<file path="config.mk">
export PLATFORM = sky130hd
export DESIGN_NAME = vga_fb_arbiter_flat
export DESIGN_NICKNAME = d
export VERILOG_FILES = /design/src/rtl/vga_pkg.sv /design/src/rtl/vga_fb_arbiter_if.sv /design/src/rtl/fb_write_fifo.sv /design/src/rtl/vga_fb_arbiter.sv /design/src/flat_wrapper.sv
export SDC_FILE = /design/constraint.sdc
export NUM_CORES = 1
export LEC_CHECK = 0
export ABC_AREA = 1
export CORE_AREA = 2 2 102 104
export CTS_BUF_LIST = sky130_fd_sc_hd__clkbuf_16
export DETAILED_ROUTE_END_ITERATION = 6
export DIE_AREA = 0 0 104 106
export PLACE_DENSITY = 0.86
export SLEW_MARGIN = 0
export SYNTH_ARGS = -nofsm -noshare
export SYNTH_HDL_FRONTEND = slang
export SYNTH_SLANG_ARGS = --single-unit
</file>
<file path="constraint.sdc">
create_clock -name CLK -period 7.8 [get_ports CLK]
set_clock_uncertainty 0.2 [all_clocks]
set_input_delay 1.17 -clock CLK [delete_from_list [all_inputs] [get_ports CLK]]
set_output_delay 1.17 -clock CLK [all_outputs]
set_load 0.05 [all_outputs]
</file>
<file path="src/rtl/vga_pkg.sv">
// Shared constants, types and helpers for the VGA framebuffer arbiter.
package vga_pkg;

    localparam int unsigned FB_W      = 160;
    localparam int unsigned FB_H      = 120;
    localparam int unsigned FB_PIXELS = 19200;

    localparam logic [1:0] REG_X     = 2'd0;
    localparam logic [1:0] REG_Y     = 2'd1;
    localparam logic [1:0] REG_PIXEL = 2'd2;
    localparam logic [1:0] REG_CMD   = 2'd3;

    localparam int unsigned STAT_EMPTY    = 0;
    localparam int unsigned STAT_FULL     = 1;
    localparam int unsigned STAT_CLR_BUSY = 2;
    localparam int unsigned STAT_ERR      = 3;

    localparam int unsigned CMD_CLEAR   = 0;
    localparam int unsigned CMD_ERR_CLR = 7;

    typedef logic [14:0] fb_addr_t;

    typedef struct packed {
        fb_addr_t   addr;
        logic [2:0] colour;
    } fb_wr_t;

    typedef enum logic [0:0] {
        ClrIdle,
        ClrFill
    } clr_state_t;

    // y*160 + x via shifts; operands are already range-checked by the caller
    function automatic fb_addr_t pix_addr(input logic [7:0] x, input logic [6:0] y);
        fb_addr_t yy;
        yy = fb_addr_t'(y);
        return (yy << 7) + (yy << 5) + fb_addr_t'(x);
    endfunction

endpackage

</file>
<file path="src/rtl/vga_fb_arbiter_if.sv">
// CPU register bus, scanout port and framebuffer RAM port of the arbiter.
interface vga_fb_arbiter_if;
    import vga_pkg::*;

    logic       CE;
    logic       RW;
    logic [1:0] ADDR;
    logic [7:0] DATA_IN;
    logic [7:0] DATA_OUT;
    logic       SCAN_REQ;
    fb_addr_t   SCAN_ADDR;
    logic [2:0] SCAN_DATA;
    logic       SCAN_VALID;
    fb_addr_t   RAM_ADDR;
    logic       RAM_WE;
    logic [2:0] RAM_WDATA;
    logic [2:0] RAM_RDATA;

    modport master (
        output CE, RW, ADDR, DATA_IN, SCAN_REQ, SCAN_ADDR, RAM_RDATA,
        input  DATA_OUT, SCAN_DATA, SCAN_VALID, RAM_ADDR, RAM_WE, RAM_WDATA
    );

    modport slave (
        input  CE, RW, ADDR, DATA_IN, SCAN_REQ, SCAN_ADDR, RAM_RDATA,
        output DATA_OUT, SCAN_DATA, SCAN_VALID, RAM_ADDR, RAM_WE, RAM_WDATA
    );

endinterface

</file>
<file path="src/rtl/fb_write_fifo.sv">
// Posted-write FIFO with a combinational head; push and pop may coincide even when full.
module fb_write_fifo
    import vga_pkg::*;
#(
    parameter int unsigned DEPTH = 4
) (
    input  logic   CLK,
    input  logic   RST,
    input  logic   push,
    input  fb_wr_t wdata,
    input  logic   pop,
    output fb_wr_t rdata,
    output logic   full,
    output logic   empty
);

    localparam int unsigned AW = $clog2(DEPTH);
    localparam logic [AW:0] FULL_CNT = DEPTH[AW:0];

    fb_wr_t        mem_q [DEPTH];
    logic [AW-1:0] wr_ptr_q;
    logic [AW-1:0] rd_ptr_q;
    logic [AW:0]   count_q;

    assign full  = (count_q == FULL_CNT);
    assign empty = (count_q == '0);
    assign rdata = mem_q[rd_ptr_q];

    always_ff @(posedge CLK) begin
        if (RST) begin
            wr_ptr_q <= '0;
            rd_ptr_q <= '0;
            count_q  <= '0;
        end else begin
            if (push) begin
                mem_q[wr_ptr_q] <= wdata;
                wr_ptr_q        <= wr_ptr_q + 1'b1;
            end
            if (pop) begin
                rd_ptr_q <= rd_ptr_q + 1'b1;
            end
            if (push && !pop) begin
                count_q <= count_q + 1'b1;
            end else if (!push && pop) begin
                count_q <= count_q - 1'b1;
            end
        end
    end

endmodule

</file>
<file path="src/rtl/vga_fb_arbiter.sv">
// Framebuffer RAM port owner: scanout first, then clear engine, then posted CPU writes.
// Clear engine is built only when FB_CLEAR_EN is defined.
module vga_fb_arbiter
    import vga_pkg::*;
#(
    parameter int unsigned FIFO_DEPTH = 4,
    parameter int unsigned FB_W       = vga_pkg::FB_W,
    parameter int unsigned FB_H       = vga_pkg::FB_H
) (
    input logic             CLK,
    input logic             RST,
    vga_fb_arbiter_if.slave bus
);

    localparam logic [7:0] X_MAX    = 8'(FB_W - 1);
    localparam logic [6:0] Y_MAX    = 7'(FB_H - 1);
    localparam fb_addr_t   CLR_LAST = fb_addr_t'(FB_W * FB_H - 1);

    logic [7:0] x_q;
    logic [6:0] y_q;
    logic       err_q;
    logic [7:0] data_out_q;
    logic       scan_valid_q;
    fb_addr_t   ram_addr_q;
    logic [2:0] ram_wdata_q;

    logic       cpu_wr, cpu_rd, pix_wr, cmd_wr, in_range;
    logic       fifo_push, fifo_pop, fifo_full, fifo_empty;
    fb_wr_t     fifo_in, fifo_head;
    logic       clr_busy;
    fb_addr_t   clr_addr;
    logic [2:0] clr_colour;
    fb_addr_t   ram_addr;
    logic       ram_we;
    logic [2:0] ram_wdata;
    logic [7:0] status;

    assign cpu_wr   = bus.CE && !bus.RW;
    assign cpu_rd   = bus.CE && bus.RW;
    assign pix_wr   = cpu_wr && (bus.ADDR == REG_PIXEL);
    assign cmd_wr   = cpu_wr && (bus.ADDR == REG_CMD);
    assign in_range = (x_q <= X_MAX) && (y_q <= Y_MAX);

    // A full FIFO still accepts a push in a cycle where its head drains
    assign fifo_push      = pix_wr && in_range && (!fifo_full || fifo_pop);
    assign fifo_in.addr   = pix_addr(x_q, y_q);
    assign fifo_in.colour = bus.DATA_IN[2:0];

    fb_write_fifo #(
        .DEPTH(FIFO_DEPTH)
    ) u_fifo (
        .CLK  (CLK),
        .RST  (RST),
        .push (fifo_push),
        .wdata(fifo_in),
        .pop  (fifo_pop),
        .rdata(fifo_head),
        .full (fifo_full),
        .empty(fifo_empty)
    );

`ifdef FB_CLEAR_EN
    clr_state_t clr_state_q;
    fb_addr_t   clr_cnt_q;
    logic [2:0] clr_colour_q;

    assign clr_busy   = (clr_state_q == ClrFill);
    assign clr_addr   = clr_cnt_q;
    assign clr_colour = clr_colour_q;

    always_ff @(posedge CLK) begin
        if (RST) begin
            clr_state_q  <= ClrIdle;
            clr_cnt_q    <= '0;
            clr_colour_q <= '0;
        end else begin
            unique case (clr_state_q)
                ClrIdle: begin
                    if (cmd_wr && bus.DATA_IN[CMD_CLEAR]) begin
                        clr_colour_q <= bus.DATA_IN[3:1];
                        clr_cnt_q    <= '0;
                        clr_state_q  <= ClrFill;
                    end
                end
                ClrFill: begin
                    // Scanout owns the slot this cycle, so the clear waits
                    if (!bus.SCAN_REQ) begin
                        clr_cnt_q <= clr_cnt_q + 1'b1;
                        if (clr_cnt_q == CLR_LAST) begin
                            clr_state_q <= ClrIdle;
                        end
                    end
                end
            endcase
        end
    end
`else
    assign clr_busy   = 1'b0;
    assign clr_addr   = '0;
    assign clr_colour = '0;
`endif

    always_comb begin
        ram_addr  = ram_addr_q;
        ram_we    = 1'b0;
        ram_wdata = ram_wdata_q;
        fifo_pop  = 1'b0;
        if (bus.SCAN_REQ) begin
            ram_addr = bus.SCAN_ADDR;
        end else if (clr_busy) begin
            ram_addr  = clr_addr;
            ram_we    = 1'b1;
            ram_wdata = clr_colour;
        end else if (!fifo_empty) begin
            ram_addr  = fifo_head.addr;
            ram_we    = 1'b1;
            ram_wdata = fifo_head.colour;
            fifo_pop  = 1'b1;
        end
    end

    always_comb begin
        status                = '0;
        status[STAT_EMPTY]    = fifo_empty;
        status[STAT_FULL]     = fifo_full;
        status[STAT_CLR_BUSY] = clr_busy;
        status[STAT_ERR]      = err_q;
    end

    always_ff @(posedge CLK) begin
        if (RST) begin
            x_q          <= '0;
            y_q          <= '0;
            err_q        <= 1'b0;
            data_out_q   <= '0;
            scan_valid_q <= 1'b0;
            ram_addr_q   <= '0;
            ram_wdata_q  <= '0;
        end else begin
            scan_valid_q <= bus.SCAN_REQ;
            ram_addr_q   <= ram_addr;
            ram_wdata_q  <= ram_wdata;
            if (cpu_wr) begin
                unique case (bus.ADDR)
                    REG_X: x_q <= bus.DATA_IN;
                    REG_Y: y_q <= bus.DATA_IN[6:0];
                    REG_PIXEL: begin
                        if (fifo_push) begin
                            if (x_q == X_MAX) begin
                                x_q <= '0;
                                y_q <= (y_q == Y_MAX) ? 7'd0 : y_q + 7'd1;
                            end else begin
                                x_q <= x_q + 8'd1;
                            end
                        end else begin
                            err_q <= 1'b1;
                        end
                    end
                    REG_CMD: begin
                        if (bus.DATA_IN[CMD_ERR_CLR]) begin
                            err_q <= 1'b0;
                        end
                    end
                endcase
            end
            if (cpu_rd) begin
                unique case (bus.ADDR)
                    REG_X:     data_out_q <= x_q;
                    REG_Y:     data_out_q <= {1'b0, y_q};
                    REG_PIXEL: data_out_q <= '0;
                    REG_CMD:   data_out_q <= status;
                endcase
            end
        end
    end

    assign bus.DATA_OUT   = data_out_q;
    assign bus.SCAN_VALID = scan_valid_q;
    assign bus.SCAN_DATA  = scan_valid_q ? bus.RAM_RDATA : 3'b000;
    assign bus.RAM_ADDR   = ram_addr;
    assign bus.RAM_WE     = ram_we;
    assign bus.RAM_WDATA  = ram_wdata;

endmodule

</file>
<file path="src/flat_wrapper.sv">
// flat-port wrapper written by rule: the top's interface ports become plain ports
module vga_fb_arbiter_flat import vga_pkg::*;
#(
    parameter int unsigned FIFO_DEPTH = 4,
    parameter int unsigned FB_W       = vga_pkg::FB_W,
    parameter int unsigned FB_H       = vga_pkg::FB_H
)
  (CLK, RST, bus_CE, bus_RW, bus_ADDR, bus_DATA_IN, bus_SCAN_REQ, bus_SCAN_ADDR, bus_RAM_RDATA, bus_DATA_OUT, bus_SCAN_DATA, bus_SCAN_VALID, bus_RAM_ADDR, bus_RAM_WE, bus_RAM_WDATA);
  vga_fb_arbiter_if bus_i ();
  input logic CLK;
  input logic RST;
  input wire logic [$bits(bus_i.CE)-1:0] bus_CE;
  input wire logic [$bits(bus_i.RW)-1:0] bus_RW;
  input wire logic [$bits(bus_i.ADDR)-1:0] bus_ADDR;
  input wire logic [$bits(bus_i.DATA_IN)-1:0] bus_DATA_IN;
  input wire logic [$bits(bus_i.SCAN_REQ)-1:0] bus_SCAN_REQ;
  input wire logic [$bits(bus_i.SCAN_ADDR)-1:0] bus_SCAN_ADDR;
  input wire logic [$bits(bus_i.RAM_RDATA)-1:0] bus_RAM_RDATA;
  output wire logic [$bits(bus_i.DATA_OUT)-1:0] bus_DATA_OUT;
  output wire logic [$bits(bus_i.SCAN_DATA)-1:0] bus_SCAN_DATA;
  output wire logic [$bits(bus_i.SCAN_VALID)-1:0] bus_SCAN_VALID;
  output wire logic [$bits(bus_i.RAM_ADDR)-1:0] bus_RAM_ADDR;
  output wire logic [$bits(bus_i.RAM_WE)-1:0] bus_RAM_WE;
  output wire logic [$bits(bus_i.RAM_WDATA)-1:0] bus_RAM_WDATA;
  assign bus_i.CE = bus_CE;
  assign bus_i.RW = bus_RW;
  assign bus_i.ADDR = bus_ADDR;
  assign bus_i.DATA_IN = bus_DATA_IN;
  assign bus_i.SCAN_REQ = bus_SCAN_REQ;
  assign bus_i.SCAN_ADDR = bus_SCAN_ADDR;
  assign bus_i.RAM_RDATA = bus_RAM_RDATA;
  assign bus_DATA_OUT = bus_i.DATA_OUT;
  assign bus_SCAN_DATA = bus_i.SCAN_DATA;
  assign bus_SCAN_VALID = bus_i.SCAN_VALID;
  assign bus_RAM_ADDR = bus_i.RAM_ADDR;
  assign bus_RAM_WE = bus_i.RAM_WE;
  assign bus_RAM_WDATA = bus_i.RAM_WDATA;
  vga_fb_arbiter #(.FIFO_DEPTH(FIFO_DEPTH), .FB_W(FB_W), .FB_H(FB_H)) u_core (.CLK(CLK), .RST(RST), .bus(bus_i));
endmodule
</file>
==> impl_metrics.toml, run 1 <==
[floorplan]
core_area_um2 = 10000
die-area_um2 = 11000
die_h_um = 106
num_rows = 37
die_x_um = 104
start_util = 0.598
boundaryPins = 64

[clock_tree]
cts_inserted_buffers = 17
clock-sinks = 124
clk_latency_ns = 0.42
cts_tree = "yes"
cts_hold_buf = 0
ctsLongestPathBuffers = 2
clk_pin_slew_ns = 0.06
cts-resized-gates = 0
cts_root_buffer = "clkbuf_16"
cts_setup_buffers = 0
h-tree-depth = 4

[logic_synthesis]
synth-compound-area-share = 0.150
synthCells = 648
synth.distinct_cells = 39
synth_top_family_by_area = "simple AND/OR/NAND/NOR gates"
avgSynthCellArea_um2 = 9.22
synthAdderAreaFrac = 0.0624
synth_seq_cells = 124
synth_xor_area_frac = 0.0176
synth_edf_count = 72
async_flop_share = 0
synthMuxAreaShare = 0
syn-num-nets = 709
netlist_area_um2 = 5980
yosysWarningCount = 0
ys_seq_area_frac = 0.536
synthSimpleGateAreaFrac = 0.156
ys.flop_type = "edfxtp_1"

[critical_path]
end_kind = "primary output"
worstPathArrival_ns = 3.57
rr_worst_depth = 8
critical_path.cell_chain = "clkdlybuf4s50_1 -> inv_1 -> nor2_1 -> a31oi_1 -> clkdlybuf4s50_1"
cp-endpoint = "bus_RAM_ADDR[5]"
crit_type = "in -> out"
start_kind = "primary input"
cp.required_ns = 6.43
worstReg2RegStart = "u_core.y_q[0]$_SDFFE_PP0P_"
startpoint = "bus_SCAN_REQ"
r2r_end = "u_core.u_fifo.mem_q[0][17]$_DFFE_PP_"
slowest_delay_ns = 0.86
r2r_slack_ns = 4.72
crit_path_frequent_cell = "clkdlybuf4s50_1"
cpMaxStageDelayCell = "clkdlybuf4s50_1"
crit_fanout = 31

[place]
port_buffers = 63
place_worst_setup_slack_ns = 2.91
dpl.cell_count = 827
gp_congestion = 0.923
hpwl_mm = 9.15

[power]
internal-power_uw = 1430
switching_power_uw = 759
p_clk_frac = 0.355
power_frac_seq = 0.349
switching_share = 0.347
ir_worst_vdd_mv = 0.226
p_comb_frac = 0.296
p_leak_uw = 0.00292
power_density_nw_per_um2 = 302

[final_layout]
fin_cells = 859
drive_above_1_share = 0.0802
regArea_um2 = 3200
fillers = 718
multiInputGateArea_um2 = 2310
syn2layout_area_growth_pct = 21.4
nNetsFinal = 771
fin_util = 0.725
insertedDiodeCount = 0

[route]
avgRoutedWirePerCell_um = 16.3
via_per_inst = 5.60
wirelength_mm = 14.0
drc = 0
drtAntennaViolNets = 0
drtIter0Drc = 385
detailroute.via_count = 4812
first_pass_iters = 7

[timing]
period_needed_ns = 4.94
fin_crit_sh = 0.633
grt_setup_unrepaired = "false"
setup_slack_ns = 2.86
timing.slew.headroom = 0.322
fin_setup_tns_ns = 0
slew_violations = 0
fmax_mhz = 203
whs_ns = 0.275
worst_pin_slew_ns = 1.02
hold_viol_final = 0
setup_viol = 0

[global_route]
use_met3 = 0.0632
grt_pass1_vias = 4798
use_met2 = 0.462
top_usage_layer = "met2"
antenna_found_initial = 0
grt_max_degree = 66
grt_util_met1 = 0.304
grt_remaining_overflow = 0
grt_pass1_wl_mm = 22.7
grt_util_all_layers = 0.263

[run]
drv_cap = 0

[hold_path]
whs_path_depth = 2
hold_class = "reg -> reg"

[status]
status = "finished clean"
-- per-layer routing --
metal,up-vias,part of all wire
li1,2319,-
met1,2234,0.41
met2,227,0.48
met3,32,0.081
met4,0,0.024
met5,-,0
-- flip-flops by register name, indices dropped and copies added, names as in the netlist, 2 cells and up, named ones only --
register / flops
u_core.u_fifo.wr_ptr_q: 2
u_core.ram_wdata_q: 3
u_core.u_fifo.count_q: 3
u_core.u_fifo.rd_ptr_q: 2
u_core.bus.DATA_OUT: 8
u_core.u_fifo.mem_q: 72
u_core.y_q: 7
u_core.ram_addr_q: 15
u_core.x_q: 8
-- cell type report --
| cell class | count | share of cell area |
|---|---|---|
| clock buffer | 17 | 0.0586 |
| clock inverter | 15 | 0.0216 |
| inverter | 83 | 0.0433 |
| multi-input combinational | 415 | 0.318 |
| sequential | 124 | 0.442 |
| tap | 136 | 0.0235 |
| timing repair buffer | 69 | 0.0931 |
-- logic make-up after synthesis --
kind of cell	Yosys count
AOI/OAI and AO/OA	168
adders and majority gates	28
and+or+nand+nor	207
DFF	124
xor gates and xnor gates	12
buffers and inverters	109
-- how the worst min path moves through the flow --
stage	start	endpoint	slack, ns
floorplan	u_core.err_q$_SDFFE_PP0P_	u_core.err_q$_SDFFE_PP0P_	0.24
global placement	u_core.err_q$_SDFFE_PP0P_	u_core.err_q$_SDFFE_PP0P_	0.25
detailed placement	u_core.bus.DATA_OUT[7]$_SDFFE_PP0P_	u_core.bus.DATA_OUT[7]$_SDFFE_PP0P_	0.27
CTS	u_core.bus.DATA_OUT[7]$_SDFFE_PP0P_	u_core.bus.DATA_OUT[7]$_SDFFE_PP0P_	0.28
global route	u_core.err_q$_SDFFE_PP0P_	u_core.err_q$_SDFFE_PP0P_	0.31
finish	u_core.err_q$_SDFFE_PP0P_	u_core.err_q$_SDFFE_PP0P_	0.27
-- synthesized netlist by cell type, types with 2 or more instances --
master | n | area (µm²)
o221ai_1 | 3 | 26.3
nor2_1 | 57 | 214
buf_6 | 2 | 22.5
nand4_1 | 2 | 12.5
clkbuf_1 | 11 | 41.3
nand2_1 | 80 | 300
inv_1 | 76 | 285
ha_1 | 25 | 313
a21oi_1 | 70 | 350
o21bai_1 | 2 | 15.0
buf_2 | 10 | 50.1
inv_2 | 6 | 22.5
o21ai_0 | 68 | 340
and2_1 | 14 | 87.6
nor2_2 | 3 | 18.8
a31oi_1 | 14 | 87.6
fa_1 | 3 | 60.1
nand3_1 | 35 | 175
edfxtp_1 | 72 | 2160
nand2_4 | 2 | 22.5
xor2_1 | 10 | 87.6
nand3_2 | 2 | 20.0
xnor2_1 | 2 | 17.5
nand2_2 | 8 | 50.1
dfxtp_1 | 52 | 1040
o22ai_1 | 3 | 18.8
o21ai_1 | 4 | 20.0
-- power by group through the flow --
stage	Sequential, µW	Clock (µW)	Combinational, µW
global placement	775	0	621
finish	764	777	647
global route	769	806	697
CTS	764	778	645
detailed placement	777	0	639
floorplan	775	0	460
-- placed cells by master, fill, tap and decap left out, types with 2 or more instances in the layout --
master            n
inv_1            77
a21oi_1          70
dfxtp_1          52
o21ai_1           4
bufinv_16         3
nor2_1           57
clkinvlp_4        2
clkbuf_16        17
buf_4             6
a31oi_1          14
nor2_2            3
o221ai_1          3
ha_1             25
clkinv_2          3
nand3_1          35
clkinv_1          4
clkinv_4          2
o21ai_0          68
fa_1              3
edfxtp_1         72
nand4_1           2
nand3_2           2
o21bai_1          2
clkdlybuf4s50_1  63
and2_1           14
o22ai_1           3
xor2_1           10
xnor2_1           2
nand2_1          80
nand2_2           8
inv_2             6
nand2_4           2
-- metrics by stage --
step | area (µm²) | power [µW]
6_report | 7250 | 2190
5_1_grt | 7250 | 2270
4_1_cts | 7250 | 2190
3_5_place_dp | 6670 | 1420
3_3_place_gp | 6670 | 1400
2_1_floorplan | 5980 | 1240
-- critical path: cells and delay by family --
family	cells	cell delay, ns
buf+inv	3	2.04
compound gates	1	0.24
simple gates	1	0.11
Note: power is estimated with default switching activity, not from simulation.
==> inputs of run 2 (changes only) <==
- CORE_AREA: 2 2 102 104 -> 2 2 112 114
- DIE_AREA: 0 0 104 106 -> 0 0 114 116
- PLACE_DENSITY: 0.86 -> 0.77
- clock period: 7.8 -> 4.5 ns (I/O delays scaled with it)
==> run 2 against run 1 <==
Effect of this change:
- worst hold slack got worse by 0.0036 ns
- power rose by 70%
- clock power rose by 65%
- non-clock buffer count rose by 3
- via count fell by 4.2%
- routed wire length fell by 4.4%
- flip-flop and latch count did not move
- sequential share of layout area fell by 0.084 points
- first-iteration DRC count fell by 36%
- count of clock-buffer cells in the layout did not move
- critical path type unchanged
- critical endpoint is now bus_RAM_ADDR[1]
- highest routed layer unchanged
==> impl_metrics.toml, run 2 (synthesized netlist as in run 1, its figures left out) <==
[timing]
timing.slew.headroom = 0.427
grt_setup_unrepaired = "false"
whs_ns = 0.271
setup_viol = 0
slew_violations = 0
period_needed_ns = 3.92
hold_viol_final = 0
fin_setup_tns_ns = 0
fmax_mhz = 255
fin_crit_sh = 0.872
worst_pin_slew_ns = 0.859

[floorplan]
die_x_um = 114
num_rows = 40
die-area_um2 = 13200
start_util = 0.502
core_area_um2 = 11900
die_h_um = 116
boundaryPins = 64

[final_layout]
layout_common_cells = "80 x nand2_1, 79 x inv_1, 72 x edfxtp_1"
insertedDiodeCount = 0
top_register = "u_core.u_fifo.mem_q"
layout_commonest_cell = "nand2_1"
drive_above_1_share = 0.0854
largestRegisters = "u_core.u_fifo.mem_q: 72 flops, u_core.ram_addr_q: 15 flops"
nNetsFinal = 774
largest_register_ffs = 72
syn2layout_area_growth_pct = 21.6

[place]
hpwl_mm = 9.10
port_buffers = 63
gp_congestion = 0.869

[run]
drv_cap = 0

[critical_path]
end_kind = "primary output"
worstPathArrival_ns = 3.05
start_kind = "primary input"
cp.required_ns = 3.62
crit_fanout = 31
crit_buf_inv = 3
crit_family = "buffers and inverters"
crit_type = "in -> out"
crit_path_frequent_cell = "clkdlybuf4s50_1"
cpMaxStageDelayCell = "clkdlybuf4s50_1"
slowest_delay_ns = 0.85
critical_path.cell_chain = "clkdlybuf4s50_1 -> inv_1 -> nor2_1 -> a31oi_1 -> clkdlybuf4s50_1"

[power]
power_density_nw_per_um2 = 512
ir_worst_vdd_mv = 0.204
p_leak_uw = 0.00294

[global_route]
grt_remaining_overflow = 0
antenna_found_initial = 0
grt_pass1_vias = 4617
grt_max_degree = 61
grt_pass1_wl_mm = 21.7
grt_util_all_layers = 0.214

[route]
drc = 0
drtIter0Drc = 248
detailroute.via_count = 4608
first_pass_iters = 5
wirelength_mm = 13.4
via_per_inst = 5.28
avgRoutedWirePerCell_um = 15.3
drtAntennaViolNets = 0

[clock_tree]
cts_hold_buf = 0
clk_latency_ns = 0.41
clk_pin_slew_ns = 0.06
h-tree-depth = 4
cts_root_buffer = "clkbuf_16"
clock-sinks = 124
cts_inserted_buffers = 17
cts_tree = "yes"
cts_setup_buffers = 0
ctsLongestPathBuffers = 2
cts-resized-gates = 0

[status]
status = "finished clean"

[hold_path]
hold_class = "reg -> reg"
==> run 2: cell count changes in the layout (fill, tap and decap cells not counted), sizes merged <==
| cell | before | now |
|---|---|---|
| inv | 84 | 87 |
| buf | 6 | 9 |
| clkinv | 9 | 8 |
| clkinvlp | 2 | 1 |
| bufinv | 3 | 2 |
==> run 2: where the power goes <==
| part | switching [µW] | total [µW] | internal [µW] |
|---|---|---|---|
| clock network | 477 | 1280 | 803 |
| logic | 761 | 1110 | 349 |
| registers | 54.9 | 1330 | 1270 |
| total | 1290 | 3720 | 2430 |
==> run 2: layout make-up <==
cell class	instances	area (µm²)
Timing Repair Buffer	72	698
Multi-Input combinational cell	415	2310
Clock buffer	17	425
Fill cell	970	4640
Clock inverter	15	134
Tap cell	147	184
Sequential cell	124	3200
Inverter	83	314
==> run 2: metal layers <==
layer	track usage	up-vias	wire, µm
met5	0	-	0
met4	0.0813	0	161
met3	0.0607	14	797
met2	0.363	155	6490
met1	0.261	2112	5950
li1	-	2327	-
==> run 2: metrics by stage <==
step | power, µW | setup WS, ns | cell area (µm²) | instances | utilization
after floorplan | 2140 | 1.58 | 5980 | 648 | -
after global placement | 2430 | 0.784 | 6710 | 841 | 0.563
after detailed placement | 2460 | 0.611 | 6710 | 841 | 0.563
after CTS | 3730 | 0.588 | 7270 | 873 | 0.610
after global routing | 3900 | 0.390 | 7270 | 873 | 0.610
final | 3720 | 0.578 | 7270 | 873 | 0.610
==> run 2: final timing paths <==
check	start	to	slack (ns)	cells after the start
worst max-delay path	bus_SCAN_REQ	bus_RAM_ADDR[1]	0.58	5
worst min-delay path	u_core.bus.DATA_OUT[7]$_SDFFE_PP0P_	u_core.bus.DATA_OUT[7]$_SDFFE_PP0P_	0.27	2
worst max register to register	u_core.y_q[2]$_SDFFE_PP0P_	u_core.u_fifo.mem_q[3][15]$_DFFE_PP_	1.45	7
worst min register to register	u_core.bus.DATA_OUT[7]$_SDFFE_PP0P_	u_core.bus.DATA_OUT[7]$_SDFFE_PP0P_	0.27	2
==> run 2: worst reg2reg max path, stage by stage, from the launching register on <==
cell,delay [ns]
dfxtp_1,0.50
inv_1,0.11
fa_1,0.52
fa_1,0.48
o21ai_0,0.30
a21oi_1,0.12
o21bai_1,0.22
xor2_1,0.37
